--- src/rtl/snitch_icache_refill_ctrl.sv ---
// Miss/refill controller for the Snitch L1 instruction cache: serves hits, merges misses
// into an in-flight pending table, and fans refilled lines out to the cache and all waiting IDs.
module snitch_icache_refill_ctrl #(
   parameter int unsigned FETCH_AW      = 32,
   parameter int unsigned LINE_WIDTH    = 128,
   parameter int unsigned LINE_ALIGN    = 4,
   parameter int unsigned COUNT_ALIGN   = 5,
   parameter int unsigned SET_ALIGN     = 2,
   parameter int unsigned NR_IDS        = 4,
   parameter int unsigned PENDING_COUNT = 4,
   parameter int unsigned STARVE_MAX    = 3,
   parameter int unsigned EVICT_MODE    = 0,
   localparam int unsigned ID_W       = (NR_IDS > 1) ? $clog2(NR_IDS) : 1,
   localparam int unsigned PENDING_IW = (PENDING_COUNT > 1) ? $clog2(PENDING_COUNT) : 1,
   localparam int unsigned TAG_W      = FETCH_AW - LINE_ALIGN - COUNT_ALIGN
) (
   input  logic                  clk_i,
   input  logic                  rst_ni,
   input  logic [FETCH_AW-1:0]   in_req_addr_i,
   input  logic [ID_W-1:0]       in_req_id_i,
   input  logic [SET_ALIGN-1:0]  in_req_set_i,
   input  logic                  in_req_hit_i,
   input  logic [LINE_WIDTH-1:0] in_req_data_i,
   input  logic                  in_req_error_i,
   input  logic                  in_req_valid_i,
   output logic                  in_req_ready_o,
   output logic [LINE_WIDTH-1:0] in_rsp_data_o,
   output logic                  in_rsp_error_o,
   output logic [NR_IDS-1:0]     in_rsp_id_o,
   output logic                  in_rsp_valid_o,
   input  logic                  in_rsp_ready_i,
   output logic [COUNT_ALIGN-1:0] write_addr_o,
   output logic [SET_ALIGN-1:0]  write_set_o,
   output logic [LINE_WIDTH-1:0] write_data_o,
   output logic [TAG_W-1:0]      write_tag_o,
   output logic                  write_error_o,
   output logic                  write_valid_o,
   input  logic                  write_ready_i,
   output logic [FETCH_AW-1:0]   out_req_addr_o,
   output logic [PENDING_IW-1:0] out_req_id_o,
   output logic                  out_req_valid_o,
   input  logic                  out_req_ready_i,
   input  logic [LINE_WIDTH-1:0] out_rsp_data_i,
   input  logic                  out_rsp_error_i,
   input  logic [PENDING_IW-1:0] out_rsp_id_i,
   input  logic                  out_rsp_valid_i,
   output logic                  out_rsp_ready_o,
   input  logic                  flush_valid_i,
   output logic                  flush_ready_o
);

   // All handshakes: a transfer happens on a rising edge where valid and ready are both high;
   // valid must not depend on ready, and a raised valid holds its payload until the transfer.

   localparam int unsigned DEPTH = 1 << PENDING_IW;
   localparam int unsigned SW    = (STARVE_MAX > 0) ? $clog2(STARVE_MAX + 1) : 1;
   localparam logic [SW-1:0] STARVE_LIM = SW'(STARVE_MAX);

   logic [DEPTH-1:0]    r_valid;
   logic [FETCH_AW-1:0] r_addr [DEPTH];
   logic [NR_IDS-1:0]   r_mask [DEPTH];
   logic [NR_IDS-1:0]   r_mif;
   logic                r_rsp_served;
   logic                r_wr_served;
   logic                r_lock;
   logic                r_lock_rfl;
   logic [SW-1:0]       r_streak;

   logic [NR_IDS-1:0]     w_id_oh;
   logic                  w_match_found;
   logic [PENDING_IW-1:0] w_match_idx;
   logic                  w_free_found;
   logic [PENDING_IW-1:0] w_free_idx;
   logic                  w_mif_hit;
   logic                  w_req_ok;
   logic                  w_hit_req;
   logic                  w_merge;
   logic                  w_alloc_req;
   logic                  w_push;
   logic                  w_sel_rfl;
   logic [FETCH_AW-1:0]   w_pop_addr;
   logic [NR_IDS-1:0]     w_pop_mask;
   logic                  w_rsp_done;
   logic                  w_wr_done;
   logic                  w_complete;
   logic                  w_hit_xfer;
   logic [SET_ALIGN-1:0]  w_way;
   logic                  w_unused;

   always_comb begin
      w_id_oh = '0;
      for (int i = 0; i < int'(NR_IDS); i++) w_id_oh[i] = (in_req_id_i == ID_W'(i));
   end

   // An entry whose fetch response already went out cannot take new IDs; such a miss re-allocates.
   always_comb begin
      w_match_found = 1'b0;
      w_match_idx   = '0;
      w_free_found  = 1'b0;
      w_free_idx    = '0;
      for (int i = 0; i < int'(PENDING_COUNT); i++) begin
         if (!w_match_found && r_valid[i] && (r_addr[i] == in_req_addr_i) &&
             !(r_rsp_served && (out_rsp_id_i == PENDING_IW'(i)))) begin
            w_match_found = 1'b1;
            w_match_idx   = PENDING_IW'(i);
         end
         if (!w_free_found && !r_valid[i]) begin
            w_free_found = 1'b1;
            w_free_idx   = PENDING_IW'(i);
         end
      end
   end

   assign w_mif_hit   = |(r_mif & w_id_oh);
   assign w_req_ok    = in_req_valid_i & ~w_mif_hit;
   assign w_hit_req   = w_req_ok & in_req_hit_i;
   assign w_merge     = w_req_ok & ~in_req_hit_i & w_match_found;
   assign w_alloc_req = w_req_ok & ~in_req_hit_i & ~w_match_found & ~flush_valid_i & w_free_found;
   assign w_push      = w_alloc_req & out_req_ready_i;

   assign w_sel_rfl = r_lock ? r_lock_rfl
                             : (out_rsp_valid_i & (~w_hit_req | (r_streak == STARVE_LIM)));

   // A merge into the entry being popped must reach the fetch response this cycle.
   assign w_pop_addr = r_addr[out_rsp_id_i];
   assign w_pop_mask = r_mask[out_rsp_id_i] |
                       ((w_merge && (w_match_idx == out_rsp_id_i)) ? w_id_oh : '0);

   assign in_rsp_valid_o = w_sel_rfl ? (out_rsp_valid_i & ~r_rsp_served) : w_hit_req;
   assign in_rsp_data_o  = w_sel_rfl ? out_rsp_data_i : in_req_data_i;
   assign in_rsp_error_o = w_sel_rfl & out_rsp_error_i;
   assign in_rsp_id_o    = w_sel_rfl ? w_pop_mask : w_id_oh;

   assign write_valid_o = w_sel_rfl & out_rsp_valid_i & ~r_wr_served;
   assign write_addr_o  = w_pop_addr[LINE_ALIGN +: COUNT_ALIGN];
   assign write_tag_o   = w_pop_addr[FETCH_AW-1 -: TAG_W];
   assign write_set_o   = w_way;
   assign write_data_o  = out_rsp_data_i;
   assign write_error_o = out_rsp_error_i;

   assign w_rsp_done      = r_rsp_served | (in_rsp_valid_o & in_rsp_ready_i);
   assign w_wr_done       = r_wr_served | (write_valid_o & write_ready_i);
   assign w_complete      = w_sel_rfl & out_rsp_valid_i & w_rsp_done & w_wr_done;
   assign out_rsp_ready_o = w_complete;
   assign w_hit_xfer      = w_hit_req & ~w_sel_rfl & in_rsp_ready_i;

   assign in_req_ready_o  = w_hit_xfer | w_merge | w_push;
   assign out_req_valid_o = w_alloc_req;
   assign out_req_addr_o  = in_req_addr_i;
   assign out_req_id_o    = w_free_idx;

   assign flush_ready_o = ~|r_valid & ~|r_mif & ~r_rsp_served & ~r_wr_served &
                          ~(r_lock & r_lock_rfl);

   assign w_unused = ^{in_req_set_i, in_req_error_i, w_pop_addr[LINE_ALIGN-1:0]};

   always_ff @(posedge clk_i or negedge rst_ni) begin
      if (!rst_ni) begin
         r_valid <= '0;
         for (int i = 0; i < int'(DEPTH); i++) begin
            r_addr[i] <= '0;
            r_mask[i] <= '0;
         end
      end else begin
         for (int i = 0; i < int'(DEPTH); i++) begin
            if (w_push && (w_free_idx == PENDING_IW'(i))) begin
               r_valid[i] <= 1'b1;
               r_addr[i]  <= in_req_addr_i;
               r_mask[i]  <= w_id_oh;
            end else if (w_merge && (w_match_idx == PENDING_IW'(i))) begin
               r_mask[i] <= r_mask[i] | w_id_oh;
            end
            if (w_complete && (out_rsp_id_i == PENDING_IW'(i))) r_valid[i] <= 1'b0;
         end
      end
   end

   always_ff @(posedge clk_i or negedge rst_ni) begin
      if (!rst_ni) begin
         r_mif        <= '0;
         r_rsp_served <= 1'b0;
         r_wr_served  <= 1'b0;
         r_lock       <= 1'b0;
         r_lock_rfl   <= 1'b0;
         r_streak     <= '0;
      end else begin
         r_mif <= (r_mif | ((w_push | w_merge) ? w_id_oh : '0)) &
                  ~((in_rsp_valid_o & in_rsp_ready_i) ? in_rsp_id_o : '0);
         if (w_complete) begin
            r_rsp_served <= 1'b0;
            r_wr_served  <= 1'b0;
         end else if (w_sel_rfl) begin
            r_rsp_served <= w_rsp_done;
            r_wr_served  <= w_wr_done;
         end
         r_lock     <= w_sel_rfl ? (out_rsp_valid_i & ~w_complete) : (w_hit_req & ~in_rsp_ready_i);
         r_lock_rfl <= w_sel_rfl;
         if (!out_rsp_valid_i || w_complete) r_streak <= '0;
         else if (w_hit_xfer && (r_streak != STARVE_LIM)) r_streak <= r_streak + SW'(1);
      end
   end

   if (EVICT_MODE == 0) begin : g_lfsr
      logic [15:0] r_lfsr;
      always_ff @(posedge clk_i or negedge rst_ni) begin
         if (!rst_ni) r_lfsr <= 16'h0001;
         else if (w_complete) r_lfsr <= {1'b0, r_lfsr[15:1]} ^ (r_lfsr[0] ? 16'hB400 : 16'h0000);
      end
      assign w_way = r_lfsr[SET_ALIGN-1:0];
   end else begin : g_rr
      logic [SET_ALIGN-1:0] r_way;
      always_ff @(posedge clk_i or negedge rst_ni) begin
         if (!rst_ni) r_way <= '0;
         else if (w_complete) r_way <= r_way + SET_ALIGN'(1);
      end
      assign w_way = r_way;
   end

endmodule

--- config.mk ---
export PLATFORM = sky130hd
export DESIGN_NAME = snitch_icache_refill_ctrl
export DESIGN_NICKNAME = d
export VERILOG_FILES = /design/src/rtl/snitch_icache_refill_ctrl.sv
export SDC_FILE = /design/constraint.sdc
export NUM_CORES = 1
export LEC_CHECK = 0
export ABC_AREA = 1
export CAP_MARGIN = 20
export CORE_AREA = 3 3 250 252
export CTS_BUF_LIST = sky130_fd_sc_hd__clkbuf_16
export DETAILED_ROUTE_END_ITERATION = 10
export DIE_AREA = 0 0 253 255
export PLACE_DENSITY = 0.57
export SYNTH_ARGS = -nofsm -noshare
export SYNTH_HDL_FRONTEND = slang
export SYNTH_SLANG_ARGS = --single-unit
--- constraint.sdc ---
create_clock -name clk_i -period 4.11 [get_ports clk_i]
set_input_delay 0.822 -clock clk_i [delete_from_list [all_inputs] [get_ports clk_i]]
set_output_delay 0.822 -clock clk_i [all_outputs]
set_load 0.01 [all_outputs]
==> impl_metrics.toml <==
[setup_path]
path_max_fanout = 16
r2r_setup_slack_ns = 1.22
critPathMaxStageDelay_ns = 0.65
end_kind = "output pin"
startpoint = "out_rsp_id_i[0]"
path_cells = "clkdlybuf4s50_1 -> buf_6 -> inv_1 -> buf_4 -> nand2_1 -> buf_4 -> o221ai_1 -> clkdlybuf4s50_1"
crit_type = "input port to output pin"
path_buf_inv = 6
path_delay_family = "buffers and inverters"
cp-start-kind = "input port"
timing.rr.end = "r_streak[1]"
critPathSlowestCell = "clkdlybuf4s50_1"
cp_data_arrival_time_ns = 3.23
r2r_cells = 15
cp.required_ns = 3.29
r2r-start = "r_mif[1]"

[global_route]
grt_overflow = 0
grt_pass1_wl_um = 116200
grt_pass1_vias = 15510
grt_max_degree = 73
grt_usage_pct = 25.48
antenna_found_initial = 15

[timing]
maxSlewViolCount = 0
period_minus_slack_ns = 4.051
worst_pin_slew_ns = 0.7092
hold_viol = 0
grt_setup_unrepaired = "true"
slew_headroom_pct = 52.72
finalSetupTns_ns = 0
setup_violations = 0
fin_skew_ns = 0.01347
period_share_pct = 98.56
fmax_ghz = 0.2469

[die]
core_mm2 = 0.06036
initial_utilization_pct = 22.55
num_rows = 90
ios = 637
dieWidth_um = 253
die-area_mm2 = 0.06452
die_h_um = 255

[job]
maxCapViolations = 0

[yosys]
ys_warn_count = 0
syn_nets = 2501
syn_area_mm2 = 0.01361
synth_edf_count = 0
synth.distinct_cells = 43
synth_ff_type = "dfrtp_1"
synth_top_area_share_pct = 31.80
yosysSeqAreaShare_pct = 31.99
synthTopCellsByArea = "dfrtp_1 32%, nand2_1 29%, buf_4 9.0%"
ys_async_sr_fraction_pct = 100.0
synth_seq_cells = 174
syn_avg_cell_area_um2 = 6.202
postSynthCellCount = 2195
yosys.area.top_type = "dfrtp_1"

[pwr]
internal_power_mw = 5.918
p_leak_nw = 11.44
p_clk_share_pct = 15.0
p_comb_share_pct = 56.0
finalPower_mw = 10.71
swShare_pct = 44.76
power.switching_mw = 4.795
p_per_area_mw_per_mm2 = 468.3
ir_worst_vdd_mv = 0.3326
power_frac_seq_pct = 29.0

[clock_network]
htreeDepth = 4
cts_buffer_depth = 2
clock_latency_ns = 0.46
clock_sinks = 174
cts.reportedPaths.clkPinSlew_ns = 0.08
cts_made_buffers = 17
cts_tree = "built"
root_buffer = "clkbuf_16"

[placed_design]
portBuffers = 633
dp.cells = 3607
hpwl_um = 72610
gp_congestion = 0.9808

[routing]
vias_per_cell = 4.608
finalWirelength_um = 87640
first_iter_violations = 1819
post_drt_wl_per_cell_um = 23.87
antenna_left = 0
vias = 16920
drc = 0
firstDrtPassIters = 5

[final_layout]
finalNonFillerCells = 3671
seqCellArea_mm2 = 0.004355
drive_gt1_share_pct = 15.50
multiInputGateArea_mm2 = 0.007284
final_nets = 3176
area.growth.synth_to_final_pct = 68.07
n_fill_cell = 6516

[run_status]
outcome = "completed"

[worst_hold_path]
hp-class = "input port to async pin"
==> metal layers <==
layer,global-route usage [%],routed length (um),vias to the layer above
met5,0,61,-
met4,6.294,2138,8
met3,6.026,8104,83
met1,34.19,37260,7874
met2,41.42,40080,869
li1,-,-,8081
==> sequential cells by signal, summed over array words and instances (netlist names) <==
signal	cells
r_valid	4
r_addr	128
r_lock	1
r_lock_rfl	1
r_streak	2
r_mif	4
r_mask	16
r_wr_served	1
g_lfsr.r_lfsr	16
r_rsp_served	1
==> per-stage QoR <==
| step | utilization, % | area, um^2 | setup slack, ns | hold WS (ns) |
|---|---|---|---|---|
| detailed placement | 35.61 | 21490 | -0.3241 | 0.4586 |
| CTS | 36.92 | 22290 | -0.1138 | 0.4076 |
| global route | 37.89 | 22870 | -0.02561 | 0.4351 |
| floorplan | - | 13610 | 0.8623 | 0.4422 |
| finish | 37.91 | 22880 | 0.05916 | 0.3841 |
| global placement | 35.61 | 21490 | -0.3031 | 0.4541 |
==> placed cells by master, fill, tap and decap left out, types with 31 or more instances in the layout <==
| cell | netlist | final |
|---|---|---|
| nand2_1 | 1034 | 985 |
| clkdlybuf4s50_1 | 0 | 536 |
| buf_4 | 163 | 219 |
| inv_1 | 188 | 186 |
| dfrtp_1 | 173 | 173 |
| nor2_1 | 141 | 111 |
| o21ai_0 | 96 | 93 |
| nand3_1 | 66 | 60 |
| o21ai_1 | 44 | 47 |
| dlygate4sd2_1 | 0 | 44 |
| nand2_2 | 0 | 43 |
| dlymetal6s2s_1 | 0 | 42 |
| a22oi_1 | 34 | 34 |
| nor2_2 | 4 | 31 |
==> worst max-delay path by stage <==
stage / endpoint / slack [ns] / depth (start not counted)
after detailed placement: in_req_ready_o / -0.32 / 16
after global placement: in_req_ready_o / -0.30 / 16
after floorplan: in_rsp_id_o[0] / 0.86 / 14
after CTS: in_rsp_data_o[21] / -0.11 / 14
after global routing: in_rsp_data_o[85] / -0.03 / 13
final: write_tag_o[19] / 0.06 / 8
==> cell usage after synthesis, drive strengths merged, types with 2 or more instances <==
| cell type | n |
|---|---|
| o22ai | 3 |
| a21oi | 20 |
| inv | 207 |
| o21ai | 146 |
| nor2b | 4 |
| nor3 | 5 |
| o221ai | 23 |
| dfrtp | 173 |
| or2 | 3 |
| nor2 | 145 |
| nand3b | 3 |
| buf | 184 |
| o211ai | 5 |
| o31ai | 2 |
| nand2 | 1034 |
| nor4 | 2 |
| a22oi | 34 |
| xnor2 | 22 |
| nand4 | 27 |
| a22o | 10 |
| nand3 | 73 |
| and2 | 8 |
| clkbuf | 57 |
==> cell type report <==
cell class / count / area share (%)
Antenna cell: 6 / 0.06562
Clock buffer: 17 / 1.859
Clock inverter: 15 / 0.5414
Inverter: 208 / 3.489
Multi-Input combinational cell: 1573 / 31.84
Sequential cell: 174 / 19.04
Tap cell: 782 / 4.277
Timing Repair Buffer: 895 / 38.82
Timing Repair inverter: 1 / 0.07109
==> what timing repair did <==
item                       in CTS  in global routing
resized for setup             102                133
setup endpoints to repair     134                131
pin swaps                       8                 34
gates cloned                    3                  5
setup buffers                   5                 13
hold buffers                    0                  0
==> worst register-to-register path, delay by kind of cell (launching register included) <==
| kind | cells | cell delay (ns) |
|---|---|---|
| compound gates | 2 | 0.29 |
| buf+inv | 4 | 1.01 |
| simple gates | 9 | 1.09 |
| flops | 1 | 0.40 |
==> power by group through the flow <==
stage | registers [mW] | clock network (mW) | logic, mW
after floorplan | 2.87 | 0 | 2.76
after global placement | 3.08 | 0 | 5.66
after detailed placement | 3.07 | 0 | 5.69
after CTS | 3.06 | 1.64 | 5.80
after global routing | 3.20 | 1.70 | 6.51
final | 3.10 | 1.61 | 6.00
==> kinds of logic (layout without fill, tap and decap cells) <==
family | Yosys count | after routing | synth area share [%]
xor gates and xnor gates | 23 | 23 | 1.480
DFF | 174 | 174 | 31.99
and+or+nand+nor | 1305 | 1306 | 38.35
adders and majority gates | 1 | 1 | 0.09190
other | 0 | 6 | 0
buffers and inverters | 449 | 1136 | 17.15
AOI/OAI and AO/OA | 243 | 243 | 10.93
(Power assumes the default switching activity.)
